==> config.mk <==
export PLATFORM = sky130hd
export DESIGN_NAME = vgm_psg_player
export DESIGN_NICKNAME = d
export VERILOG_FILES = /design/src/rtl/vgm_psg_player.sv
export SDC_FILE = /design/constraint.sdc
export NUM_CORES = 1
export LEC_CHECK = 0
export ABC_AREA = 1
export CORE_ASPECT_RATIO = 0.5
export CORE_MARGIN = 2
export CORE_UTILIZATION = 37
export CTS_CLUSTER_SIZE = 30
export DETAILED_ROUTE_END_ITERATION = 8
export GPL_ROUTABILITY_DRIVEN = 0
export GPL_TIMING_DRIVEN = 0
export HOLD_SLACK_MARGIN = 0.15
export PLACE_DENSITY_LB_ADDON = 0.15
export SETUP_SLACK_MARGIN = 0.1
export SLEW_MARGIN = 30
export SYNTH_ARGS = -nofsm -noshare
export SYNTH_HDL_FRONTEND = slang
export SYNTH_SLANG_ARGS = --single-unit
==> constraint.sdc <==
create_clock -name in_clk -period 5.3 [get_ports in_clk]
set_clock_uncertainty 0.1 [all_clocks]
set_input_delay 1.59 -clock in_clk [delete_from_list [all_inputs] [get_ports in_clk]]
set_output_delay 1.59 -clock in_clk [all_outputs]
set_load 0.02 [all_outputs]
==> src/rtl/vgm_psg_player.sv <==
// VGM command sequencer for a YM2149 PSG register-write port.
// Decodes AY writes, sample-paced waits and end-of-stream from a byte stream.
module vgm_psg_player #(
  parameter int CLK_PER_SAMPLE = 567,
  parameter int WR_HIGH        = 2,
  parameter int WR_LOW         = 2
) (
  input  logic       in_clk,
  input  logic       in_rst,
  input  logic [7:0] in_data,
  input  logic       in_valid,
  output logic       out_ready,
  output logic [3:0] out_reg,
  output logic [7:0] out_val,
  output logic       out_wr,
  output logic       out_busy,
  output logic       out_done,
  output logic       out_err
);

  localparam int PW   = $clog2(CLK_PER_SAMPLE + 1);
  localparam int WMAX = (WR_HIGH > WR_LOW) ? WR_HIGH : WR_LOW;
  localparam int WW   = $clog2(WMAX + 1);

  typedef enum logic [2:0] {
    S_OP, S_A1, S_A2, S_WR_HI, S_WR_LO, S_WAIT, S_DONE, S_ERR
  } state_t;

  state_t          r_state, w_state_n;
  logic            r_is_wait, w_is_wait_n;
  logic [7:0]      r_byte1, w_byte1_n;
  logic [15:0]     r_samp, w_samp_n;
  logic [PW-1:0]   r_presc, w_presc_n;
  logic [WW-1:0]   r_wcnt, w_wcnt_n;
  logic [3:0]      r_reg, w_reg_n;
  logic [7:0]      r_val, w_val_n;
  logic            w_fetch, w_xfer;
  logic [15:0]     w_n61;

  assign w_fetch = (r_state == S_OP) || (r_state == S_A1) || (r_state == S_A2);
  assign w_xfer  = w_fetch && in_valid;
  assign w_n61   = {in_data, r_byte1};

  always_comb begin
    w_state_n   = r_state;
    w_is_wait_n = r_is_wait;
    w_byte1_n   = r_byte1;
    w_samp_n    = r_samp;
    w_presc_n   = r_presc;
    w_wcnt_n    = r_wcnt;
    w_reg_n     = r_reg;
    w_val_n     = r_val;
    case (r_state)
      S_OP: if (w_xfer) begin
        casez (in_data)
          8'hA0: begin w_is_wait_n = 1'b0; w_state_n = S_A1; end
          8'h61: begin w_is_wait_n = 1'b1; w_state_n = S_A1; end
          8'h62: begin
            w_samp_n  = 16'd735;
            w_presc_n = PW'(CLK_PER_SAMPLE - 1);
            w_state_n = S_WAIT;
          end
          8'h63: begin
            w_samp_n  = 16'd882;
            w_presc_n = PW'(CLK_PER_SAMPLE - 1);
            w_state_n = S_WAIT;
          end
          8'b0111_????: begin
            w_samp_n  = {12'd0, in_data[3:0]} + 16'd1;
            w_presc_n = PW'(CLK_PER_SAMPLE - 1);
            w_state_n = S_WAIT;
          end
          8'h66:   w_state_n = S_DONE;
          default: w_state_n = S_ERR;
        endcase
      end
      S_A1: if (w_xfer) begin
        w_byte1_n = in_data;
        w_state_n = S_A2;
      end
      S_A2: if (w_xfer) begin
        if (r_is_wait) begin
          if (w_n61 == 16'd0) begin
            w_state_n = S_OP;
          end else begin
            w_samp_n  = w_n61;
            w_presc_n = PW'(CLK_PER_SAMPLE - 1);
            w_state_n = S_WAIT;
          end
        end else if (r_byte1[7]) begin
          // address with bit7 set targets a second chip we do not drive
          w_state_n = S_OP;
        end else begin
          w_reg_n   = r_byte1[3:0];
          w_val_n   = in_data;
          w_wcnt_n  = WW'(WR_HIGH - 1);
          w_state_n = S_WR_HI;
        end
      end
      S_WR_HI: begin
        if (r_wcnt == '0) begin
          w_wcnt_n  = WW'(WR_LOW - 1);
          w_state_n = S_WR_LO;
        end else begin
          w_wcnt_n = r_wcnt - 1'b1;
        end
      end
      S_WR_LO: begin
        if (r_wcnt == '0) w_state_n = S_OP;
        else              w_wcnt_n  = r_wcnt - 1'b1;
      end
      S_WAIT: begin
        if (r_presc == '0) begin
          w_presc_n = PW'(CLK_PER_SAMPLE - 1);
          w_samp_n  = r_samp - 16'd1;
          if (r_samp == 16'd1) w_state_n = S_OP;
        end else begin
          w_presc_n = r_presc - 1'b1;
        end
      end
      default: ;
    endcase
  end

  always_ff @(posedge in_clk) begin
    if (!in_rst) begin
      r_state   <= S_OP;
      r_is_wait <= 1'b0;
      r_byte1   <= '0;
      r_samp    <= '0;
      r_presc   <= '0;
      r_wcnt    <= '0;
      r_reg     <= '0;
      r_val     <= '0;
    end else begin
      r_state   <= w_state_n;
      r_is_wait <= w_is_wait_n;
      r_byte1   <= w_byte1_n;
      r_samp    <= w_samp_n;
      r_presc   <= w_presc_n;
      r_wcnt    <= w_wcnt_n;
      r_reg     <= w_reg_n;
      r_val     <= w_val_n;
    end
  end

  // Strobes are gated by reset so a write pulse dies as soon as reset is applied.
  assign out_ready = in_rst && w_fetch;
  assign out_wr    = in_rst && (r_state == S_WR_HI);
  assign out_busy  = in_rst && ((r_state == S_WR_HI) || (r_state == S_WR_LO) ||
                                (r_state == S_WAIT));
  assign out_done  = in_rst && (r_state == S_DONE);
  assign out_err   = in_rst && (r_state == S_ERR);
  assign out_reg   = r_reg;
  assign out_val   = r_val;

endmodule
# After elaboration in Yosys (flattened, before gate mapping)
# Index checks and enable logic that the tools add are counted.
[classes] n_addsub=4 eq_ne=28 bitwise=2 mux=33 reduce_logical=27
[ops] cell="case mux 16 bit (3 select lines)" n=2
[ops] cell="two-way mux 16 bit" n=5
[ops] cell="two-way mux 10 bit" n=6
[ops] cell="equality test 8 x 7 -> 1 bit (second input constant)" n=4
[ops] cell="case mux 10 bit (3 select lines)" n=1
[ops] cell="two-way mux 3 bit" n=9
[ops] cell="!= test 2 bit (second input constant)" n=13
[ops] cell="case mux 3 bit (6 select lines)" n=1
[ops] cell="equality test 16 x 1 -> 1 bit (second input constant)" n=1
[ops] cell="logical NOT 16 bit" n=1
[ops] cell="subtractor 16 x 1 -> 16 bit (second input constant)" n=1
[ops] cell="equality test 3 bit (second input constant)" n=4
[ops] cell="two-way mux 2 bit" n=6
[ops] cell="logical NOT 10 bit" n=1
[ops] cell="subtractor 10 x 1 -> 10 bit (second input constant)" n=1
[ops] cell="case mux 3 bit (3 select lines)" n=1
[ops] cell="equality test 8 bit (second input constant)" n=1
[ops] cell="AND reduction 8 bit" n=1
[ops] cell="AND reduction 7 bit" n=1
[ops] cell="equality test 3 x 2 -> 1 bit (second input constant)" n=2
[ops] cell="logical AND 1 bit" n=6
[ops] cell="case mux 2 bit (3 select lines)" n=1
[ops] cell="AND reduction 6 bit" n=1
[ops] cell="nonzero test 3 bit" n=2
[ops] cell="other kinds (18)" n=22
[totals] ff_bits=52 out_inout_bits=17 elab_cells=102 inputBits=11

# Longest topological paths before layout
# Gate-level depths: netlist of the first run.
[logic_depth] depth_word=6 ltp_mapped=12 ltp_nobuf=12

# Worst setup path before layout of the first run
# OpenSTA, ideal clock, no wires.
[synth_timing] path_kind="input to output" start="in in_rst" end="out out_done" arrival_time_ps=2421 required_ps=3610 stages=4 slack_ps=1189 path_buffers=2 path_cell_list="clkbuf_1 -> clkbuf_1 -> nand2_1 -> nor2_1"
[synth_between] elab_chain_len=1
[synth_lines] element="from (decl)" line="9" source="input logic in_rst,"
[synth_lines] element="logical AND 1 bit" line="152" source="assign out_done = in_rst && (r_state == S_DONE);"
[synth_lines] element="to (decl)" line="17" source="output logic out_done,"
# Every way passes these cells.

# Worst setup path in the final report of the first run
[layout_timing] start="in in_rst" end="out out_err"
[layout_between] elab_chain_len=1
[layout_lines] element="logical AND 1 bit" line="153" source="assign out_err = in_rst && (r_state == S_ERR);"
[layout_lines] element="to (decl)" line="18" source="output logic out_err"
# Every way passes these cells.

==> impl_results.rst, run 1 <==
.. list-table::
   :header-rows: 1

   * - Metric
     - Value
   * - Run status
     - complete, no violations
   * - Share of Yosys cell area claimed by the top area cell type
     - ~29%
   * - Top cell type by total area after synthesis
     - sky130_fd_sc_hd__dfxtp_1
   * - Max VDD drop
     - about 0.00016 V
   * - Timing-limited maximum frequency
     - slightly above 0.2 GHz
   * - Combined buffer and inverter count along the critical path
     - 3
   * - Number of buffers inserted during clock tree synthesis
     - 5
   * - Number of enable-type register cells in the synthesized netlist
     - 0
   * - Count of vias placed by the detailed router
     - about 3600
   * - Post-synthesis net count
     - around 610
   * - Critical path type
     - primary input to primary output
   * - Clock transition at the registers of the reported paths
     - approximately 0.07 ns
   * - Share of the core filled with cells in the final layout
     - 44.16%
   * - Num Clock Sinks
     - 52
   * - Count of placed standard cells including taps
     - 747
   * - Vias per std cell
     - between 4 and 5
   * - Warnings from Yosys
     - 0
   * - Total track usage
     - 20.86%
   * - Worst slew margin
     - 58.87%
   * - Number of DRC violations after detailed routing
     - 0
   * - CP max stage delay
     - 0.64 ns
   * - Antenna violations before repair
     - 0
   * - Category of the worst setup path capture point
     - primary output
   * - Number of inserted diodes
     - 0
   * - Worst-Skew Late Latency
     - ~0.30 ns
   * - Standard-cell rows
     - 25
   * - Number of failing setup endpoints in the final timing report
     - 0
   * - Global-route wire length before repair
     - around 17000 microns
   * - WL/cell
     - ~14 microns
   * - Core footprint
     - 9509 sq um
   * - Flip-flop count of the largest register after layout
     - 16
   * - List of most frequent post-synthesis cells
     - sky130_fd_sc_hd__nand2_1 (148), sky130_fd_sc_hd__nor2_1 (88), sky130_fd_sc_hd__inv_1 (58)
   * - Number of library cell types mapped by synthesis
     - 35
   * - Die outline width
     - ~140 microns
   * - Top-count cell post-synth
     - sky130_fd_sc_hd__nand2_1
   * - Vias in the first global route
     - around 3400
   * - Dominant register cell in the synthesized netlist
     - sky130_fd_sc_hd__dfxtp_1
   * - Clock tree from TritonCTS
     - built
   * - Slew Viols, Final
     - 0
   * - Data arrival time at the worst-slack endpoint
     - 3.24 ns
   * - Post-cts hold buffer count
     - 0
   * - Starting utilization of the core area
     - between 30% and 40%
   * - Final wirelength
     - ~10000 microns
   * - Area of the multi-input gates
     - 2245 sq um
   * - Final count of hold timing violations
     - 0
   * - Critical-path cell list
     - clkbuf_1, clkbuf_1, nand2_1, nor2_1, clkdlybuf4s50_1
   * - Critical path required time
     - 3.61 ns
   * - Total power divided by cell area
     - roughly 480 nW/um^2
   * - Total Nets Final
     - 640
   * - Area growth from synthesis to layout
     - 15.21%
   * - Detailed-routing iteration count for the pre-antenna-repair pass
     - 4
   * - Slowest cell on crit path
     - sky130_fd_sc_hd__clkdlybuf4s50_1
   * - Number of buffers inserted by post-CTS setup repair
     - 0
   * - Fraction of registers with async set or reset after synthesis
     - 0%
   * - Leading post-synthesis cells by cell area
     - sky130_fd_sc_hd__dfxtp_1 (29%), sky130_fd_sc_hd__nand2_1 (15%), sky130_fd_sc_hd__nor2_1 (9.1%), sky130_fd_sc_hd__a21oi_1 (6.6%), sky130_fd_sc_hd__nand3_1 (6.0%)
   * - Fraction of layout cells with a size suffix above 1
     - 13.06%
   * - Post-Route Setup TNS
     - 0 ns
   * - Pin count of the biggest net entering global routing
     - 17
   * - Average size of a mapped cell
     - a little over 6 sq um
   * - IO buf count
     - 24
   * - Congestion Overflow GR
     - 0
   * - Filler Cells Inserted
     - about 1000
   * - Static leakage power
     - around 1.8 nW
   * - Root Buffer
     - sky130_fd_sc_hd__clkbuf_16
   * - Half-perimeter wire length after placement
     - 7857 microns
   * - Max-cap violations
     - 0
   * - Classification of the worst-slack hold path
     - flop to flop
   * - Worst Setup Start Kind
     - primary input
   * - Register area
     - 1041 sq um
   * - Shortest clock period the worst path allows after layout
     - about 4.9 ns
   * - Total standard cell area after synthesis
     - 3645 sq um
   * - Post-route clock period utilization
     - between 90% and 100%
   * - Number of routed nets with antenna violations
     - 0
   * - Share of synthesized area occupied by flip-flops and latches
     - between 20 and 30%
   * - Boundary Pins
     - 28
   * - Unrepaired setup endpoints after global routing
     - no
   * - Largest regs
     - r_samp x16, r_presc x10
   * - Top Family by Delay on Critical Path
     - buffers and inverters
   * - Number of storage elements in the synthesis netlist
     - between 50 and 60
   * - Cell with the most instances on the worst path
     - sky130_fd_sc_hd__clkbuf_1
   * - Post-Synthesis Cells
     - just under 600
   * - Die Ht
     - ~74 microns
   * - Iteration-0 DRC Markers
     - about 270
   * - Register with the most flip-flops
     - r_samp
   * - # resized after CTS
     - 0
   * - Final Non-Filler Cells
     - 755
   * - Slew at the pin closest to its max-slew limit
     - 0.6169 ns
   * - CTS Buffer Depth
     - 2
   * - Top fanout value on the critical path
     - 10
   * - Die footprint
     - between 10000 and 15000 sq um
   * - H-Tree Depth
     - 2
## placed cells by master, fill, tap and decap left out, types with 3 or more instances in the layout
master / n
sky130_fd_sc_hd__nand3_2: 3
sky130_fd_sc_hd__o21ai_0: 24
sky130_fd_sc_hd__dfxtp_1: 52
sky130_fd_sc_hd__ha_1: 10
sky130_fd_sc_hd__a21oi_1: 48
sky130_fd_sc_hd__nor2_2: 34
sky130_fd_sc_hd__nand2_2: 9
sky130_fd_sc_hd__buf_2: 3
sky130_fd_sc_hd__o21ai_1: 5
sky130_fd_sc_hd__nand3_1: 44
sky130_fd_sc_hd__nand2_1: 148
sky130_fd_sc_hd__nor2_1: 88
sky130_fd_sc_hd__o21bai_1: 5
sky130_fd_sc_hd__clkbuf_1: 8
sky130_fd_sc_hd__clkdlybuf4s50_1: 24
sky130_fd_sc_hd__inv_1: 58
sky130_fd_sc_hd__nor3_1: 6
sky130_fd_sc_hd__clkbuf_16: 5
sky130_fd_sc_hd__or2_2: 4
sky130_fd_sc_hd__buf_1: 3
sky130_fd_sc_hd__inv_2: 8
sky130_fd_sc_hd__nand4_1: 9
## layer usage
layer,GRT usage [%],routed length [microns]
met1,30.18,5460
met2,32.60,4236
met3,3.670,534
met4,4.962,94
met5,0,0
## worst min-delay path, delay by kind of cell, from the launching register on
family,cells,cell delay (ns)
simple gates,1,0.06
flops,1,0.31
compound gates,1,0.05
## worst paths after layout
check                           cells after the start          to       start  slack (ns)
worst max-delay path                                5     out_err      in_rst        0.37
worst min-delay path                                2  out_reg[2]  out_reg[2]        0.37
worst max register to register                     12   r_samp[0]  r_presc[0]        3.29
worst min register to register                      2  out_reg[2]  out_reg[2]        0.37
## final cells by class
cell class	count	area share [%]
buffer	17	2.652
clock buffer	6	3.069
clock inverter	2	0.3874
inverter	66	5.900
multi-input combinational	453	53.46
sequential	52	24.79
tap	135	4.023
timing repair buffer	24	5.721
## stage by stage
step	hold WS (ns)	worst slack [ns]	area, sq um	power, mW
floorplan	0.3409	1.189	3645	1.435
CTS	0.3645	0.3808	4199	2.034
global placement	0.3487	0.3921	4054	1.682
global route	0.3972	0.2132	4199	2.228
detailed placement	0.3522	0.3985	4054	1.690
finish	0.3654	0.3736	4199	2.029
## cell families (layout without fill, tap and decap cells)
| family | after synthesis | in the layout | share of synthesized area, % |
|---|---|---|---|
| adders and majority gates | 10 | 10 | 3.433 |
| DFF | 52 | 52 | 28.56 |
| xor gates and xnor gates | 3 | 3 | 0.7210 |
| and+or+nand+nor | 355 | 355 | 45.24 |
| buffers and inverters | 83 | 115 | 9.853 |
| AOI/OAI and AO/OA | 85 | 85 | 12.19 |
## where the power goes
part           total [mW]  switching (mW)  internal (mW)
sequential          0.562          0.0866          0.475
combinational        1.13           0.729          0.397
clock               0.342           0.165          0.177
Power figures use the tool's default switching activity.
==> run 2, diff against run 1 <==
- CORE_ASPECT_RATIO: 0.5 -> 1.4
==> impl_results.rst, run 2 (synthesized netlist as in run 1, its figures left out) <==
.. list-table::
   :header-rows: 1

   * - Metric
     - Value
   * - Run status
     - complete, no violations
   * - Max-cap violations
     - 0
   * - Post-Route Setup TNS
     - 0 ns
   * - Antenna violations before repair
     - 0
   * - Share of the core filled with cells in the final layout
     - between 40% and 50%
   * - Worst R2R Setup Slack
     - between 3 and 4 ns
   * - Max VDD drop
     - approximately 0.00022 V
   * - Critical path type
     - primary input to primary output
   * - Commonest non-fill, non-tap cell in the layout
     - sky130_fd_sc_hd__nand2_1
   * - Timing-limited maximum frequency
     - 0.2036 GHz
   * - Global-route wire length before repair
     - roughly 17000 microns
   * - Total power divided by cell area
     - a little under 500 nW/um^2
   * - CTS Buffer Depth
     - 2
   * - Final wirelength
     - 10090 microns
   * - Minimum hold slack
     - 0.3618 ns
   * - Number of routed nets with antenna violations
     - 0
   * - Number of buffers inserted by post-CTS setup repair
     - 0
   * - Die outline width
     - about 88 microns
   * - Vias per std cell
     - about 5.0
   * - Top fanout value on the critical path
     - 10
   * - Half-perimeter wire length after placement
     - 7783 microns
   * - Number of DRC violations after detailed routing
     - 0
   * - WL/cell
     - ~13 microns
   * - Total track usage
     - 20.48%
   * - Static leakage power
     - roughly 1.8 nW
   * - Final setup margin
     - between 0.3 and 0.4 ns
   * - Boundary Pins
     - 28
   * - Standard-cell rows
     - 42
   * - Setup slack after placement
     - around 0.36 ns
   * - Worst-Skew Late Latency
     - 0.31 ns
   * - Flip-flop count of the largest register after layout
     - 16
   * - Slew Viols, Final
     - 0
   * - Final count of hold timing violations
     - 0
   * - Commonest cells after routing, fill and taps aside
     - sky130_fd_sc_hd__nand2_1 (148), sky130_fd_sc_hd__nor2_1 (88), sky130_fd_sc_hd__inv_1 (58)
   * - Clock transition at the registers of the reported paths
     - ~0.070 ns
   * - Area growth from synthesis to layout
     - 15.31%
   * - Iteration-0 DRC Markers
     - ~170
   * - Post-route clock period utilization
     - 92.66%
   * - Category of the worst setup path capture point
     - primary output
   * - Root Buffer
     - sky130_fd_sc_hd__clkbuf_16
   * - Largest regs
     - r_samp x16, r_presc x10
   * - Shortest clock period the worst path allows after layout
     - roughly 4.9 ns
   * - Slew at the pin closest to its max-slew limit
     - 0.6210 ns
   * - Starting utilization of the core area
     - 38.32%
   * - Clock tree from TritonCTS
     - built
   * - Register with the most flip-flops
     - r_samp
   * - # resized after CTS
     - 0
   * - Core footprint
     - approximately 9500 sq um
   * - Congestion Overflow GR
     - 0
   * - Post-cts hold buffer count
     - 0
   * - Number of inserted diodes
     - 0
   * - Unrepaired setup endpoints after global routing
     - no
   * - IO buf count
     - 24
   * - Total Nets Final
     - between 600 and 700
   * - Classification of the worst-slack hold path
     - flop to flop
   * - Count of vias placed by the detailed router
     - ~3700
   * - Number of buffers inserted during clock tree synthesis
     - 5
   * - Pin count of the biggest net entering global routing
     - 19
   * - Die footprint
     - approximately 11000 sq um
   * - Die Ht
     - approximately 120 microns
   * - Number of failing setup endpoints in the final timing report
     - 0
   * - Critical path required time
     - roughly 3.6 ns
   * - Vias in the first global route
     - ~3700
   * - Worst slew margin
     - 58.60%
   * - H-Tree Depth
     - 2
   * - Data arrival time at the worst-slack endpoint
     - ~3.2 ns
   * - Worst Setup Start Kind
     - primary input
   * - Fraction of layout cells with a size suffix above 1
     - a little over an eighth
   * - Num Clock Sinks
     - between 50 and 60
   * - Detailed-routing iteration count for the pre-antenna-repair pass
     - 4
run 2: changes by cell type in the layout (fill, tap and decap cells not counted):
cell	before	now
sky130_fd_sc_hd__inv_8	0	1
sky130_fd_sc_hd__clkbuf_1	8	7
run 2: path summary, 6_finish.rpt:
kind,end,from,cells past startpoint
setup / recovery,out_done,in_rst,5
setup reg to reg,r_state[0],r_samp[4],8
hold reg to reg,out_val[2],out_val[2],2
hold / removal,out_val[2],out_val[2],2
run 2: layer usage:
metal / GRT usage (%) / vias up / wire, microns
li1: - / 1933 / -
met1: 24.41 / 1717 / 4464
met2: 35.80 / 73 / 5078
met3: 2.517 / 20 / 244
met4: 9.423 / 0 / 298
met5: 0 / - / 0
run 2: where the power goes:
part	total (mW)	internal [mW]	leakage, nW	switching (mW)
Sequential	0.560	0.475	0.425	0.0849
Clock	0.344	0.180	0.0719	0.165
Combinational	1.13	0.397	1.34	0.731
run 2: through the flow:
step                      std cells  cell area, sq um  total power [mW]
after floorplan                 588              3645             1.435
after global placement          744              4050             1.677
after detailed placement        744              4050             1.694
after CTS                       752              4203             2.046
after global routing            752              4203             2.233
final                           752              4203             2.033
run 2: final cells by class:
| cell class | count | area [sq um] |
|---|---|---|
| clock inverters | 3 | 27.53 |
| well taps | 132 | 165.2 |
| multi-input cells | 453 | 2245 |
| inverters | 66 | 247.7 |
| repair buffers | 24 | 240.2 |
| flip-flops and latches | 52 | 1041 |
| plain buffers | 17 | 111.4 |
| fillers | 1069 | 5309 |
| clock buffers | 5 | 125.1 |
run 2: worst max-delay path: stages:
cell	delay [ns]
sky130_fd_sc_hd__clkbuf_1	0.31
sky130_fd_sc_hd__clkbuf_1	0.45
sky130_fd_sc_hd__nand2_1	0.14
sky130_fd_sc_hd__nor2_1	0.12
sky130_fd_sc_hd__clkdlybuf4s50_1	0.61
